### config.mk
export PLATFORM = sky130hd
export DESIGN_NAME = register_file
export DESIGN_NICKNAME = d
export VERILOG_FILES = /design/src/rtl/register_file.sv
export SDC_FILE = /design/constraint.sdc
export NUM_CORES = 2
export LEC_CHECK = 0
export ABC_CLOCK_PERIOD_IN_PS = 3750
export BUFFER_PORTS_ARGS = -buffer_cell sky130_fd_sc_hd__buf_2
export CORE_AREA = 2 2 338 340
export DETAILED_ROUTE_END_ITERATION = 8
export DIE_AREA = 0 0 340 342
export HOLD_SLACK_MARGIN = 0.05
export PLACE_DENSITY = 0.75
export SETUP_SLACK_MARGIN = 0.2
export SLEW_MARGIN = 20
export SYNTH_ARGS = -nofsm -noshare
export SYNTH_HDL_FRONTEND = slang
export SYNTH_SLANG_ARGS = --single-unit
### constraint.sdc
create_clock -name Clk -period 3.75 [get_ports Clk]
set_input_delay 0.375 -clock Clk [delete_from_list [all_inputs] [get_ports Clk]]
set_output_delay 0.375 -clock Clk [all_outputs]
set_load 0.03 [all_outputs]
### src/rtl/register_file.sv
// Two-read, one-write register file with a load scoreboard that raises Stall on busy operands.
// Optional write-to-read bypass is enabled by defining the macro REGFILE_BYPASS_EN.
module register_file #(
   parameter int unsigned n    = 32,
   parameter int unsigned NREG = 32
) (
   input  logic         Clk,
   input  logic         Reset,
   input  logic [4:0]   RA,
   input  logic [4:0]   RB,
   input  logic [4:0]   RW,
   input  logic [n-1:0] BusW,
   input  logic         RegWr,
   input  logic         LdIssue,
   input  logic [4:0]   LdReg,
   output logic [n-1:0] BusA,
   output logic [n-1:0] BusB,
   output logic         Stall
);

   localparam int unsigned AW = 5;

   logic [n-1:0]    regs [NREG];
   logic [NREG-1:0] busy;
   logic [NREG-1:0] busy_nxt;
   logic            wr_en;
   logic            byp_a;
   logic            byp_b;

   assign wr_en = RegWr && (RW != AW'(0));

   // Scoreboard update: clear on write-back, then set on load issue so a new load wins
   always_comb begin
      busy_nxt = busy;
      if (RegWr) begin
         busy_nxt[RW] = 1'b0;
      end
      if (LdIssue && (LdReg != AW'(0))) begin
         busy_nxt[LdReg] = 1'b1;
      end
      busy_nxt[0] = 1'b0;
   end

   always_ff @(posedge Clk) begin
      if (Reset) begin
         for (int i = 0; i < int'(NREG); i++) begin
            regs[i] <= '0;
         end
         busy <= '0;
      end else begin
         if (wr_en) begin
            regs[RW] <= BusW;
         end
         busy <= busy_nxt;
      end
   end

   // Bypass only for a live, non-R0 write outside reset
   always_comb begin
`ifdef REGFILE_BYPASS_EN
      byp_a = !Reset && wr_en && (RA == RW);
      byp_b = !Reset && wr_en && (RB == RW);
`else
      byp_a = 1'b0;
      byp_b = 1'b0;
`endif
   end

   always_comb begin
      BusA = (RA == AW'(0)) ? '0 : regs[RA];
      BusB = (RB == AW'(0)) ? '0 : regs[RB];
      if (byp_a) begin
         BusA = BusW;
      end
      if (byp_b) begin
         BusB = BusW;
      end
      Stall = ((RA != AW'(0)) && busy[RA] && !byp_a) ||
              ((RB != AW'(0)) && busy[RB] && !byp_b);
   end

endmodule

==> Yosys cells after proc, flatten, opt, wreduce, memory -nomap -nowiden <==
Memory sizes are Yosys's and may differ from the RTL's.
Index checks and enable logic that the tools add are counted.
{ "classes": {"n_mux": 20, "multipliers": 0, "n_bitwise": 3, "n_reduce_logical": 14, "addsub": 0, "n_eq_ne": 0, "magnitude_cmp": 6, "div_mod_pow": 0, "n_shift": 0} }
{ "ops": {"columns": ["op", "count"], "rows": [
  ["two-way mux 32 bit", 5],
  ["bitwise AND 32 bit", 1],
  ["inverter 32 bit", 1],
  ["OR 32 bit", 1],
  ["OR reduction 32 bit", 1],
  ["< comparator 5 x 6 -> 1 bit (second input constant)", 4],
  ["nonzero test 5 bit", 4],
  ["binary-select mux 1 bit (select 5 bit)", 2],
  ["demux 1 bit (select 5 bit)", 2],
  ["greater-or-equal comparator 5 x 1 -> 1 bit (second input constant)", 2],
  ["logical NOT 5 bit", 2],
  ["two-way mux 1 bit", 10],
  ["logical AND 1 bit", 6],
  ["two-way mux 5 bit", 1],
  ["logical OR 1 bit", 1]
]} }
{ "word_totals": {"latchBits": 0, "output_inout_bits": 65, "memories": 1, "in_bits": 56, "mem_bits_rw": 1024, "register_bits": 32, "elab_cells": 46, "romBits": 0} }
{ "memory_table": {"columns": ["memory", "words", "width", "read_ports", "rd_ports_with_merged_regs", "wr", "line", "rtl"], "rows": [
  ["regs", 32, 32, 2, 0, 32, "23", "logic [n-1:0] regs [NREG];"]
]} }

==> Longest topological paths before layout <==
{ "logic_depth": {"ltp_word": 9, "mapped_depth": 9, "depth_no_buf": 5} }

==> Least setup slack after synthesis <==
Ideal clock, no wire load.
{ "synth_timing": {"path_kind": "input to register", "start": "input RW[1]", "end": "memory regs[4][0], enable pin", "t_required_ns": 3.320, "path_buffers": 1, "t_arrival_ns": 2.524, "stages": 3, "setup_ns": 0.430, "slack_ns": 0.796, "path_cell_list": "clkbuf_1 > or3b_1 > o21bai_1"} }
{ "synth_rtl": {"columns": ["item", "line", "rtl"], "rows": [
  ["from (decl)", "11", "input logic [4:0] RW,"],
  ["to (decl)", "23", null]
]} }

==> Final worst setup path <==
{ "layout_timing": {"start": "input RB[1]", "end": "output Stall"} }
{ "layout_between": {"elab_chain_len": 4, "elab_cells_between_ends": 5, "classes_between": "mux: 2; reduce/logical: 3"} }
{ "layout_lines": {"columns": ["item", "line", "rtl"], "rows": [
  ["from (decl)", "10", "input logic [4:0] RB,"],
  ["binary-select mux 1 bit (select 5 bit)", "79", "((RB != AW'(0)) && busy[RB] && !byp_b);"],
  ["two-way mux 1 bit (not written as such)", "79", null],
  ["logical AND 1 bit (*)", "79", null],
  ["logical OR 1 bit (*)", "78", "Stall = ((RA != AW'(0)) && busy[RA] && !byp_a) ||"],
  ["to (decl)", "18", "output logic Stall"]
]} }
Every way passes the cells marked *; elsewhere a longest branch is shown, timed or not. The select of a mux whose other input is x is not followed.

==> summary.md <==
| Metric | Value |
|---|---|
| Top post-synthesis cells by count | edfxtp_1 (1024), and2_1 (993), mux4_2 (592) |
| Synth unique cells | 38 |
| TritonCTS clock tree | done |
| Clock Path Buffers | 3 |
| Fin cells | 5136 |
| GRT Total Usage | 0.297 |
| Largest net degree at the start of global routing | 81 |
| First-pass GRT wire length | 244 mm |
| Fin area | 62100 um2 |
| Worst reg2reg path depth | 2 |
| Slew @ Worst Pin | 1.12 ns |
| FF+latch count, synth | 1055 |
| Final hold viol count | 0 |
| Yosys Warn Count | 0 |
| Power per cell area | 450 nW/um2 |
| Placed Cells | 4921 |
| Register clock-pin slew on the reported worst setup and hold paths | 0.06 ns |
| Largest area contributor in the netlist | edfxtp_1 |
| Critical path class | input port to output port |
| Nets | 3575 |
| Max Freq | 320 MHz |
| Area Growth Syn to Fin | 11.1% |
| Die area | 116000 um2 |
| Core area | 113000 um2 |
| CP Data Required Time | 3.38 ns |
| PortBufs | 120 |
| Initial antenna violation count | 14 |
| Cts bufs inserted | 108 |
| Total gr overflow | 0 |
| Post-CTS setup repair buffer count | 0 |
| Clock root cell | clkbuf_16 |
| CTS resizes | 0 |
| Clk_lat worst skew | 0.66 ns |
| Setup TNS | 0 ns |
| DP Wirelength | 103 mm |
| Via/cell ratio | 6.68 |
| Worst Path Max Fanout | 48 |
| Final setup viols | 0 |
| Synth area leaders | edfxtp_1 (55%), mux4_2 (24%), and2_1 (11%), mux2i_1 (2.3%), clkbuf_1 (1.8%) |
| Initial DRC Count | 5328 |
| Clock sinks | 1055 |
| Mapped Avg Cell Area | 16.0 um2 |
| Post-synth EDFFs | 1024 |
| FFs w/ async S/R, synth | 0 |
| Vias in the first global route | 34543 |
| Critical Path Start Type | input port |
| Dpl cell area | 58700 um2 |
| Slew margin rel. | 0.253 |
| Vias | 34334 |
| FP Rows | 124 |
| RSZ-0062 raised after global routing | false |
| Worst EP arrival | 2.75 ns |
| Io pins | 121 |
| Top-area cell type share of the netlist area | 0.550 |
| Lkg Pwr | 21.6 nW |
| Outcome | finished, final reports clean |
| Antenna-violating nets left | 0 |
| Fraction of layout cells with a size suffix above 1 | 0.301 |
| DRT Wirelength | 172 mm |
| Util after Layout | 0.549 |
| Maximum VDD drop | 468 uV |
| CTS H-tree lvls | 3 |
| Tcrit/Tclk final | 0.833 |
| Max-slew violations | 0 |
| Cell count after synthesis | 3487 |
| Initial core utilization | 0.494 |
| Max_cap viols | 0 |
| Hold_buf cts | 0 |
| RePlAce Congestion | 0.852 |
| Min Clock Period, post-route | 3.13 ns |
| Final-layout fill cell count | 8694 |
| Top FF cell, synth | edfxtp_1 |
| Hold path depth | 4 |
| Seq/Total Area, Yosys | 0.561 |
| Post-Syn Area | 55900 um2 |
| Die height | 342 um |
| Skew final | 0 ns |
| Hold WC Path Type | input port to register |
| DR DRC count | 0 |
| Count leader, synth | edfxtp_1 |
| Endpoint type of the worst setup path | output port |
| Die X | 340 um |
| DR WL/cell | 33.5 um |
| Drt first pass iters | 6 |
## per-layer routing
metal / wire, um / GRT usage
met1: 59700 / 0.393
met4: 7830 / 0.123
met5: 55 / 0
met3: 24500 / 0.0854
met2: 79900 / 0.463
## logic make-up (layout without fill, tap and decap cells)
kind of cell	count (synthesis)	after routing	synth area share
mux	725	725	0.262
buf+inv	382	478	0.0306
simple gates	1131	1131	0.124
flops	1055	1055	0.561
compound gates	193	193	0.0220
other cells	1	42	0.0000671
## report_power, final
part / internal (mW) / leakage, nW / switching [mW]
clock: 5.74 / 1.66 / 4.74
sequential: 13.6 / 10.0 / 0.317
combinational: 1.55 / 9.95 / 2.08
## area by class of cell
class | count | area, um2 | share of cell area
diodes | 10 | 25.0 | 0.000403
clock inverters | 77 | 564 | 0.00908
flip-flops and latches | 1055 | 31400 | 0.505
repair buffers | 269 | 2210 | 0.0356
clock buffers | 128 | 2830 | 0.0456
multi-input cells | 2081 | 23200 | 0.374
well taps | 1512 | 1890 | 0.0304
inverters | 4 | 15.0 | 0.000242
## final timing paths
check	end	start	slack, ns
hold / removal	busy[12]$_SDFF_PP0_	LdReg[0]	0.18
hold reg to reg	busy[27]$_SDFF_PP0_	busy[27]$_SDFF_PP0_	0.49
setup / recovery	Stall	RB[1]	0.62
setup reg to reg	busy[11]$_SDFF_PP0_	busy[11]$_SDFF_PP0_	3.00
## flip-flops by register name, indices dropped and copies added, names as in the netlist
| signal | flops |
|---|---|
| busy | 31 |
| regs | 1024 |
## worst max-delay path: stages
cell and delay [ns]:
buf_8 0.40, buf_4 0.37, mux4_2 0.54, mux4_2 0.48, mux2i_1 0.15, nand4_1 0.18, buf_2 0.23
## through the flow
| stage | power [mW] | hold WS [ns] | worst slack [ns] |
|---|---|---|---|
| after detailed placement | 17.7 | 0.479 | 0.554 |
| after floorplan | 16.4 | 0.454 | 0.796 |
| after global routing | 28.6 | 0.176 | 0.549 |
| after global placement | 17.6 | 0.472 | 0.493 |
| after CTS | 28.0 | 0.141 | 0.619 |
| final | 28.0 | 0.179 | 0.625 |
## cells in the final DEF (no fill, tap or decap), drive strengths merged, types with 2 or more instances in the layout
cell      instances
o22ai            65
bufinv            5
nor3b             5
clkinv           62
mux2i           131
or3b              3
a21oi            27
nor2             36
nor2b             2
diode            10
nand2b            3
mux2              2
a21o             64
clkbuf          129
conb             32
nand3b            9
clkinvlp          7
and3b             3
and3              2
nor3              3
o21ai            30
buf             268
dfxtp            31
nand3             4
o21bai            3
inv               7
mux4            592
or3               3
and2            993
edfxtp         1024
nand2            34
or2              28
No activity file was read; power rests on OpenSTA's default activity.
